`src/rtl/tx_fifo_arbiter.sv`:
```
// Round-robin arbiter that serialises register bytes and 16-bit ALU results
// into a byte-wide FIFO write port, stalling cleanly on fifo_full.
module tx_fifo_arbiter #(
  parameter int unsigned data_width = 8
) (
  input  logic                      clk,
  input  logic                      rst,
  input  logic                      rg_req,
  input  logic [data_width-1:0]     rg_data,
  output logic                      rg_ack,
  input  logic                      alu_req,
  input  logic [2*data_width-1:0]   alu_data,
  output logic                      alu_ack,
  input  logic                      fifo_full,
  output logic                      w_inc,
  output logic [data_width-1:0]     wr_data,
  output logic                      busy
);

  localparam int unsigned alu_width = 2 * data_width;
  localparam logic grant_rg  = 1'b0;
  localparam logic grant_alu = 1'b1;

  typedef enum logic [1:0] {
    IDLE    = 2'd0,
    SEND_RG = 2'd1,
    SEND_LO = 2'd2,
    SEND_HI = 2'd3
  } state_t;

  state_t                 state, state_nxt;
  logic [alu_width-1:0]   hold, hold_nxt;
  logic                   last_grant, last_grant_nxt;

  // State, hold register and round-robin pointer
  always_ff @(posedge clk) begin
    if (rst) begin
      state      <= IDLE;
      hold       <= '0;
      last_grant <= grant_alu;
    end else begin
      state      <= state_nxt;
      hold       <= hold_nxt;
      last_grant <= last_grant_nxt;
    end
  end

  // Grant, serialisation and FIFO strobe; everything is silenced while rst is high
  always_comb begin
    state_nxt      = state;
    hold_nxt       = hold;
    last_grant_nxt = last_grant;
    rg_ack         = 1'b0;
    alu_ack        = 1'b0;
    w_inc          = 1'b0;
    wr_data        = '0;
    busy           = 1'b0;
    if (!rst) begin
      busy = (state != IDLE);
      case (state)
        IDLE: begin
          // On a tie the requester not granted last wins
          if (rg_req && (!alu_req || last_grant == grant_alu)) begin
            rg_ack         = 1'b1;
            hold_nxt       = alu_width'(rg_data);
            last_grant_nxt = grant_rg;
            state_nxt      = SEND_RG;
          end else if (alu_req) begin
            alu_ack        = 1'b1;
            hold_nxt       = alu_data;
            last_grant_nxt = grant_alu;
            state_nxt      = SEND_LO;
          end
        end
        SEND_RG: begin
          wr_data = hold[data_width-1:0];
          w_inc   = !fifo_full;
          if (!fifo_full) state_nxt = IDLE;
        end
        SEND_LO: begin
          wr_data = hold[data_width-1:0];
          w_inc   = !fifo_full;
          if (!fifo_full) state_nxt = SEND_HI;
        end
        SEND_HI: begin
          wr_data = hold[alu_width-1:data_width];
          w_inc   = !fifo_full;
          if (!fifo_full) state_nxt = IDLE;
        end
        default: state_nxt = IDLE;
      endcase
    end
  end

endmodule

```
`config.mk`:
```
export PLATFORM = sky130hd
export DESIGN_NAME = tx_fifo_arbiter
export DESIGN_NICKNAME = d
export VERILOG_FILES = /design/src/rtl/tx_fifo_arbiter.sv
export SDC_FILE = /design/constraint.sdc
export NUM_CORES = 1
export LEC_CHECK = 0
export CORE_MARGIN = 8
export CORE_UTILIZATION = 40
export CTS_CLUSTER_SIZE = 28
export DETAILED_ROUTE_END_ITERATION = 7
export PLACE_DENSITY = 0.81
export SLEW_MARGIN = 25
export SYNTH_ARGS = -nofsm -noshare
export SYNTH_HDL_FRONTEND = slang
export SYNTH_SLANG_ARGS = --single-unit
export TNS_END_PERCENT = 30
```
`constraint.sdc`:
```
create_clock -name clk -period 3.1 [get_ports clk]
set_input_delay 0.62 -clock clk [delete_from_list [all_inputs] [get_ports clk]]
set_output_delay 0.62 -clock clk [all_outputs]
set_load 0.1 [all_outputs]
```
==> qor.tcl <==
set qor(drv_slew) 0
set qor(final_net_count) 188
set qor(maxSlewHeadroom_pct) 59.2
set qor(cts_max_level) 1
set qor(worst_path_largest_cell_delay_ps) 440
set qor(peak_supply_drop_v) 0.000432
set qor(globalRoute.totalOverflow) 0
set qor(yosysUniqueCellTypes) 30
set qor(critical_path.endpoint_type) {output port}
set qor(grt_start_max_net_pins) 18
set qor(drv.max_cap_violation_count) 0
set qor(synth_sequential_area_ratio_pct) 36.7
set qor(tritoncts) {built}
set qor(number_of_logic_stages_on_the_critical_path_including_buffering) 5
set qor(cts.sink_count) 19
set qor(run_status) {finished, final reports clean}
set qor(core-area_mm2) 0.00248
set qor(preCtsSetupSlack_ps) 611
set qor(die_area_mm2) 0.00447
set qor(post-route-worst-setup-slack_ps) 480
set qor(path_buf_inv) 2
set qor(postSynthRegisterBits) 19
set qor(drt_iter0_drc) 89
set qor(portBuffers) 40
set qor(insertedDiodeCount) 0
set qor(path_class) {reg -> out}
set qor(pin_count) 41
set qor(worst-r2r-cell-count) 5
set qor(cts_root_buf) {sky130_fd_sc_hd__clkbuf_4}
set qor(cts.repair.resized) 0
set qor(gp_routability_congestion) 0.776
set qor(ys_dominant_reg_cell) {sky130_fd_sc_hd__dfxtp_1}
set qor(ant_nets) 0
set qor(critPathLaunchType) {flop}
set qor(synth_cells) 117
set qor(min_delay_path_depth) 1
set qor(fp.dieH_um) 66.9
set qor(multi_input_comb_area_um2) 583
set qor(routed_wire_length_per_instance_um) 16.1
set qor(ys_async_sr_fraction_pct) 0
set qor(rsz0062_at_grt) {no}
set qor(fmax_mhz) 382
set qor(viasPerCell) 5.57
set qor(leakage_nw) 0.596
set qor(worst_path_max_delay_cell) {sky130_fd_sc_hd__or2_2}
set qor(hold_class) {reg -> reg}
set qor(firstDrtPassIters) 4
set qor(cts_hold_buffers) 0
set qor(hold_viol_final) 0
set qor(initial_utilization_pct) 41.8
set qor(setup-violations-final) 0
set qor(post-cts-setup-buffer-count) 0
set qor(post_route_clock_skew_ps) 1.88
set qor(final_period_minus_worst_setup_slack_ps) 2620
set qor(routed_wirelength_um) 2970
set qor(detailed_place_hpwl_um) 2250
set qor(route.detailed.drc) 0
set qor(grt_pass1_vias) 990
set qor(tightest_slew_ps) 613
set qor(power_density_mw_per_mm2) 686
set qor(synth_largest_type_area_fraction_pct) 36.7
set qor(detailroute.via_count) 1025
set qor(layout-area-overhead-vs-synth_pct) 53.1
set qor(period_share_pct) 84.5
set qor(cts_made_buffers) 3
set qor(worst_setup_hold_path_clk_slew_ps) 110
set qor(fraction_of_layout_instances_using_a_drive_strength_above_1_pct) 17.5
set qor(insertion_delay_ps) 290
set qor(synth.cell_area_mm2) 0.00104
set qor(synthTopCellsByArea) {sky130_fd_sc_hd__dfxtp_1 (37%), sky130_fd_sc_hd__nor2_1 (6.9%), sky130_fd_sc_hd__a22o_1 (6.8%)}
set qor(dieWidth_um) 66.9
set qor(yosysWarnings) 0
set qor(ctsLongestPathBuffers) 2
set qor(synth_enable_flop_cells) 0
set qor(synth_top_area_cell) {sky130_fd_sc_hd__dfxtp_1}
set qor(timing.critical_path.fanout_max) 11
set qor(grt_antenna_before_repair) 0
set qor(seqCellArea_um2) 380
set qor(syn-mean-instance-area_um2) 8.85
set qor(worst-endpoint-arrival_ps) 2000
set qor(timing.critical_path.cells) {inv_1 > ha_1 > or2_2 > nor2_1 > buf_12}
set qor(synthesis.nets) 150
set qor(worst_ep_required_time_ps) 2480
set qor(whs_ps) 493
set qor(cp_top_family) {simple AND/OR/NAND/NOR gates}
set qor(grt_first_pass_wirelength_um) 4690
set qor(global_routing_usage_summed_across_all_routing_layers_pct) 12.9
set qor(fillers) 208
set qor(synthTopCellsByCount) {sky130_fd_sc_hd__dfxtp_1 (19), sky130_fd_sc_hd__nor2_1 (19), sky130_fd_sc_hd__o21ai_0 (9)}
set qor(fp-row-count) 18
through the flow:
stage	power [mW]	util, %	TNS (ps)	area [um2]	cells
finish	1.09	64.0	0	1590	184
global route	1.16	64.0	0	1590	184
CTS	1.09	64.0	0	1590	184
detailed placement	0.961	62.9	0	1560	180
global placement	0.942	62.9	0	1560	180
floorplan	0.806	-	-6.62	1050	117
cell families (layout without fill, tap and decap cells):
family	Yosys count	in the layout	synth area share, %
compound gates	41	41	30.8
fa+ha+maj	4	4	4.83
buf+inv	14	51	8.45
flops	19	19	36.7
mux	1	1	0.966
simple gates	38	38	18.2
final timing paths:
check           start    endpoint  slack, ps
min          hold[13]    hold[13]        490
max          state[0]  wr_data[5]        480
min reg2reg  hold[13]    hold[13]        490
max reg2reg  state[0]    hold[15]       1190
sequential cells by signal, indices dropped and copies added (netlist names):
name / count
last_grant: 1
hold: 16
state: 2
where the power goes:
group / internal (mW) / total, mW / switching [mW]
Clock: 0.0480 / 0.127 / 0.0792
Combinational: 0.238 / 0.600 / 0.362
Sequential: 0.312 / 0.360 / 0.0482
worst register-to-register path: stages, from the launching register on:
cell and delay, ps:
sky130_fd_sc_hd__dfxtp_1 360, sky130_fd_sc_hd__inv_1 100, sky130_fd_sc_hd__ha_1 360, sky130_fd_sc_hd__o21a_1 580
sky130_fd_sc_hd__nor2_2 190, sky130_fd_sc_hd__a22o_1 230
cell usage in the layout, fill, tap and decap left out, drive strengths merged, types with 2 or more instances in the layout:
| cell | Yosys | routed |
|---|---|---|
| a21oi | 2 | 2 |
| a22o | 8 | 8 |
| a22oi | 8 | 8 |
| a311oi | 8 | 8 |
| a31oi | 2 | 2 |
| buf | 9 | 15 |
| clkbuf | 1 | 3 |
| clkdlybuf4s50 | 0 | 28 |
| dfxtp | 19 | 19 |
| ha | 4 | 4 |
| inv | 4 | 4 |
| nand2b | 2 | 2 |
| nand3 | 8 | 8 |
| nor2 | 20 | 20 |
| nor2b | 2 | 2 |
| o21ai | 9 | 9 |
| or2 | 2 | 2 |
final cells by class:
| cell class | instances | share of cell area [%] |
|---|---|---|
| Multi-Input combinational cell | 84 | 36.8 |
| Timing Repair Buffer | 43 | 34.2 |
| Sequential cell | 19 | 24.0 |
| Tap cell | 30 | 2.37 |
| Clock buffer | 3 | 1.42 |
| Inverter | 4 | 0.946 |
| Clock inverter | 1 | 0.315 |
routing by layer:
metal	routed length (um)	GRT usage, %	vias to the layer above
met5	0	0	-
li1	-	-	507
met1	1290	16.9	485
met2	1460	20.1	29
met4	41	6.01	0
met3	174	1.85	4
(Power assumes the default switching activity.)
